[src/rtl/gate_bist_controller.sv]
// rtl/gate_bist_controller.sv - LFSR/MISR built-in self-test driver for gate-model netlists
//
// Applies PATTERNS pseudo-random patterns from an IN_W-bit LFSR to a
// combinational netlist, compacts its responses into an OUT_W-bit MISR and
// compares the final signature against golden.
//
// Optional feature: define GATE_BIST_SETTLE_EN to give every pattern one
// settle cycle before its capture cycle (1 pattern every 2 cycles).
//
// Ports:
//   clk          sole clock, rising edge
//   rst          synchronous active-high reset, aborts a run in progress
//   start        run request, sampled only in IDLE
//   golden       expected signature, sampled on the done cycle
//   resp_in      netlist outputs
//   pattern_out  netlist inputs (LFSR while busy, else 0)
//   busy         run in progress
//   done         one-cycle end-of-run pulse
//   pass         signature == golden; valid with done, held until next start
//   signature    MISR contents
module gate_bist_controller #(
    parameter int               IN_W     = 19,
    parameter int               OUT_W    = 10,
    parameter int               PATTERNS = 1024,
    parameter logic [IN_W-1:0]  SEED     = 19'h00001,
    parameter logic [IN_W-1:0]  POLY_IN  = 19'h00027,
    parameter logic [OUT_W-1:0] POLY_OUT = 10'h009
) (
    input  logic             clk,
    input  logic             rst,
    input  logic             start,
    input  logic [OUT_W-1:0] golden,
    input  logic [OUT_W-1:0] resp_in,
    output logic [IN_W-1:0]  pattern_out,
    output logic             busy,
    output logic             done,
    output logic             pass,
    output logic [OUT_W-1:0] signature
);

    localparam int CNT_W = $clog2(PATTERNS) + 1;
    localparam logic [CNT_W-1:0] LAST = CNT_W'(PATTERNS - 1);
    // An all-zero LFSR would lock up, so a zero seed is promoted to 1.
    localparam logic [IN_W-1:0] SEED_EFF = (SEED == '0) ? IN_W'(1) : SEED;

`ifdef GATE_BIST_SETTLE_EN
    typedef enum logic [1:0] {S_IDLE, S_SETTLE, S_RUN, S_DONE} state_t;
    localparam state_t RUN_ENTRY = S_SETTLE;
`else
    typedef enum logic [1:0] {S_IDLE, S_RUN, S_DONE} state_t;
    localparam state_t RUN_ENTRY = S_RUN;
`endif

    state_t           state_q, state_d;
    logic [IN_W-1:0]  lfsr_q;
    logic [OUT_W-1:0] misr_q;
    logic [CNT_W-1:0] count_q;
    logic             pass_q;
    logic             load;
    logic             capture;
    logic [IN_W-1:0]  lfsr_step;
    logic [OUT_W-1:0] misr_step;
    logic             match;

    assign lfsr_step = {lfsr_q[IN_W-2:0], 1'b0} ^ (lfsr_q[IN_W-1] ? POLY_IN : '0);
    assign misr_step = ({misr_q[OUT_W-2:0], 1'b0} ^ (misr_q[OUT_W-1] ? POLY_OUT : '0)) ^ resp_in;
    assign match     = (misr_q == golden);

    always_comb begin
        state_d = state_q;
        load    = 1'b0;
        capture = 1'b0;
        case (state_q)
            S_IDLE: begin
                if (start) begin
                    state_d = RUN_ENTRY;
                    load    = 1'b1;
                end
            end
`ifdef GATE_BIST_SETTLE_EN
            S_SETTLE: state_d = S_RUN;
`endif
            S_RUN: begin
                capture = 1'b1;
                state_d = (count_q == LAST) ? S_DONE : RUN_ENTRY;
            end
            S_DONE:  state_d = S_IDLE;
            default: state_d = S_IDLE;
        endcase
    end

    always_ff @(posedge clk) begin
        if (rst) begin
            state_q <= S_IDLE;
            lfsr_q  <= SEED_EFF;
            misr_q  <= '0;
            count_q <= '0;
            pass_q  <= 1'b0;
        end else begin
            state_q <= state_d;
            if (load) begin
                lfsr_q  <= SEED_EFF;
                misr_q  <= '0;
                count_q <= '0;
                pass_q  <= 1'b0;
            end else if (capture) begin
                lfsr_q  <= lfsr_step;
                misr_q  <= misr_step;
                count_q <= count_q + 1'b1;
            end
            // Golden is only looked at during the done cycle; the verdict
            // is then frozen so pass stays stable after the pulse.
            if (state_q == S_DONE) begin
                pass_q <= match;
            end
        end
    end

`ifdef GATE_BIST_SETTLE_EN
    assign busy = (state_q == S_RUN) || (state_q == S_SETTLE);
`else
    assign busy = (state_q == S_RUN);
`endif
    assign done        = (state_q == S_DONE);
    assign pass        = done ? match : pass_q;
    assign pattern_out = busy ? lfsr_q : '0;
    assign signature   = misr_q;

endmodule

[config.mk]
export PLATFORM = sky130hd
export DESIGN_NAME = gate_bist_controller
export DESIGN_NICKNAME = d
export VERILOG_FILES = /design/src/rtl/gate_bist_controller.sv
export SDC_FILE = /design/constraint.sdc
export NUM_CORES = 1
export LEC_CHECK = 0
export CAP_MARGIN = 15
export CORE_UTILIZATION = 47
export CTS_CLUSTER_DIAMETER = 50
export DETAILED_ROUTE_END_ITERATION = 10
export GPL_ROUTABILITY_DRIVEN = 0
export PLACE_DENSITY = 0.79
export SYNTH_ARGS = -nofsm -noshare
export SYNTH_HDL_FRONTEND = slang
export SYNTH_SLANG_ARGS = --single-unit
[constraint.sdc]
create_clock -name clk -period 1.5 [get_ports clk]
set_input_delay 0.15 -clock clk [delete_from_list [all_inputs] [get_ports clk]]
set_output_delay 0.15 -clock clk [all_outputs]
set_load 0.01 [all_outputs]
==> out/qor.yml <==
status: "complete, but fails checks"
violations: "negative setup slack"
cp_data_arrival_time_ps: 1470
tritoncts: "built"
yosysUniqueCellTypes: 29
crit_path_cell_trace: "xor2_1 -> nor4_2 -> nand3_1 -> nand2_1 -> buf_2"
die_h_um: 65.70
grt_pass1_vias: 1757
synth_area_leader_cell: "dfxtp_1"
synth_cells: 229
rsz0062_at_grt: "yes"
fp.coreArea_um2: 3771
ir_drop_mv: 0.5931
drc: 0
period_share: 1.082
final_cells: 375
rows: 22
finalMaxSlewViolations: 0
seq_area_frac_synth: 0.4514
crit_type: "register to output port"
setup_tns_ps: -492.5
antenna_left: 0
critPathSlowestCell: "dfxtp_2"
vias_per_cell: 5.061
htree_levels: 2
drtIter0Drc: 126
clk_path_buf_depth: 2
relSlewSlack: 0.7304
grt_pass1_wl_mm: 8.280
io_buffers: 54
drt_wl_total_mm: 5.332
ioPinCount: 55
syn_avg_cell_area_um2: 8.327
cts.reportedPaths.clkPinSlew_ps: 70
fp.dieArea_um2: 4316
min_period_ps: 1622
clkLatencyLatePin_ps: 300
hold_buffers: 0
hp-class: "register to register"
regArea_um2: 868.3
n_antenna_cell: 0
clock-sinks: 43
nFillCells: 238
fp.dieW_um: 65.70
worstMarginPinSlew_ps: 394.2
dp_hpwl_mm: 3.261
syn_nets: 253
yosys-top-cells-area: "dfxtp_1 (45%), xnor2_1 (9.2%), nand2_1 (7.7%), xor2_1 (6.0%), a21oi_1 (4.7%)"
cp_slowest_stage_delay_ps: 340
antenna_found_initial: 0
synth_area_um2: 1907
fmax_mhz: 616.4
synth-seq-cells: 43
syn2layout_area_growth_pct: 61.81
dp_cells: 358
nets: 350
numCtsBuffers: 5
dr.pass1.iters: 4
finalSetupViolCount: 13
vias: 1898
multiInputGateArea_um2: 1056
grt_max_degree: 22
worst-path-buf-inv: 1
cts-root-buf: "clkbuf_8"
initial_utilization: 0.5056
grt-ovfl-total: 0
leakagePower_uw: 0.001483
power.density_nw_per_um2: 787.9
final-hold-violation-count: 0
worstSetupStartpointType: "register"
wl_per_cell_um: 14.22
required_ps: 1350
cpLargestDelayFamily: "simple AND/OR/NAND/NOR gates"
worstPathMaxFanout: 2
yosys_warnings: 0
cp-end-kind: "output port"
track_usage: 0.2605
finClkSkew_ps: 4.448
maxCapViolCount: 0
post_route_cells_drive_above_1_share: 0.3547
fin_ws_ps: -122.4
synth_top_cell_area_share: 0.4514
## cells by family (layout without fill, tap and decap cells)
| kind of cell | count (synthesis) | in the layout | share of synthesized area |
|---|---|---|---|
| fa+ha+maj | 1 | 1 | 0.006561 |
| buf+inv | 30 | 128 | 0.06496 |
| flops | 43 | 43 | 0.4514 |
| compound gates | 35 | 35 | 0.1135 |
| simple gates | 87 | 87 | 0.2119 |
| xor+xnor | 33 | 33 | 0.1516 |
## state kept, by name, summed over array words and instances (netlist names)
| signal | flops |
|---|---|
| pass_q | 1 |
| lfsr_q | 19 |
| signature | 10 |
| state_q | 2 |
| count_q | 11 |
## final timing paths
kind,startpoint,endpoint,slack [ps],cells after the start
worst min register to register,lfsr_q[12],lfsr_q[12],470,2
worst max register to register,state_q[0],lfsr_q[0],40,8
worst max-delay path,signature[2],pass,-120,5
worst min-delay path,lfsr_q[12],lfsr_q[12],470,2
## worst register-to-register path: cells and delay by family (launching register included)
| kind | cells | cell delay (ps) |
|---|---|---|
| flip-flops | 1 | 340 |
| AND/OR/NAND/NOR | 2 | 240 |
| AO/OA/AOI/OAI | 1 | 250 |
| buffers and inverters | 5 | 530 |
## cells in the mapped netlist
cell type,instances
a21o_1,1
xor2_1,13
dfxtp_1,43
nand4b_4,1
nand3_1,3
a2111oi_0,1
buf_1,1
inv_1,18
xnor2_1,20
and2_1,4
clkbuf_1,3
nand4_1,4
buf_2,6
nor2_1,23
o21ai_0,1
nand2_1,39
or3_1,1
o22ai_1,1
a21oi_1,18
nor3b_1,1
nor3_1,5
nand2b_1,2
ha_1,1
buf_4,1
a211o_1,1
a211oi_1,12
inv_2,1
nor4_1,3
nor4_2,1
## routing by layer
| layer | share of wire | vias to the layer above | GRT usage |
|---|---|---|---|
| met5 | 0 | - | 0 |
| met1 | 0.42 | 898 | 0.2928 |
| met3 | 0.051 | 5 | 0.06424 |
| met4 | 0.013 | 0 | 0.08967 |
| li1 | - | 939 | - |
| met2 | 0.52 | 56 | 0.4707 |
## where the power goes
group	switching, uW	internal, uW
sequential	25.5	1170
clock	386	420
combinational	194	234
## area by class of cell
cell class,instances,area share
Timing Repair Buffer,101,0.2997
Multi-Input combinational cell,156,0.3423
Tap cell,48,0.01946
Sequential cell,43,0.2814
Inverter,19,0.02474
Clock buffer,8,0.03244
## metrics by stage
| step | worst slack, ps | hold slack, ps | area (um^2) | power (uW) | util |
|---|---|---|---|---|---|
| 3_5_place_dp | -512.0 | 447.2 | 2753 | 1584 | 0.7299 |
| 2_1_floorplan | 337.5 | 226.1 | 1907 | 1386 | - |
| 5_1_grt | -188.7 | 484.7 | 3085 | 2528 | 0.8182 |
| 4_1_cts | -134.7 | 461.3 | 2870 | 2401 | 0.7611 |
| 6_report | -122.4 | 468.8 | 3085 | 2431 | 0.8182 |
| 3_3_place_gp | -448.0 | 441.5 | 2753 | 1577 | 0.7299 |
## cell usage in the layout (no fill, tap or decap), types with 3 or more instances in the layout
master and n:
a211oi_1 12, a21oi_1 18, and2_4 4, buf_2 7, buf_4 36, buf_6 22
clkbuf_8 7, clkdlybuf4s50_1 25, dfxtp_1 37, dfxtp_2 6, dlygate4sd2_1 5, dlymetal6s2s_1 3
inv_1 9, inv_2 9, nand2_1 27, nand2_2 6, nand2_4 6, nand3_1 3
nand4_1 4, nor2_1 23, nor3_1 4, nor4_2 3, xnor2_1 20, xor2_1 13
## what timing repair did
item,in CTS,in global routing
endpoints found under the setup margin,28,15
resized for setup,105,62
cloned,1,0
setup buffers,4,6
pin swaps,5,6
endpoints found under the hold margin,0,0
No activity file was read; power rests on OpenSTA's default activity.
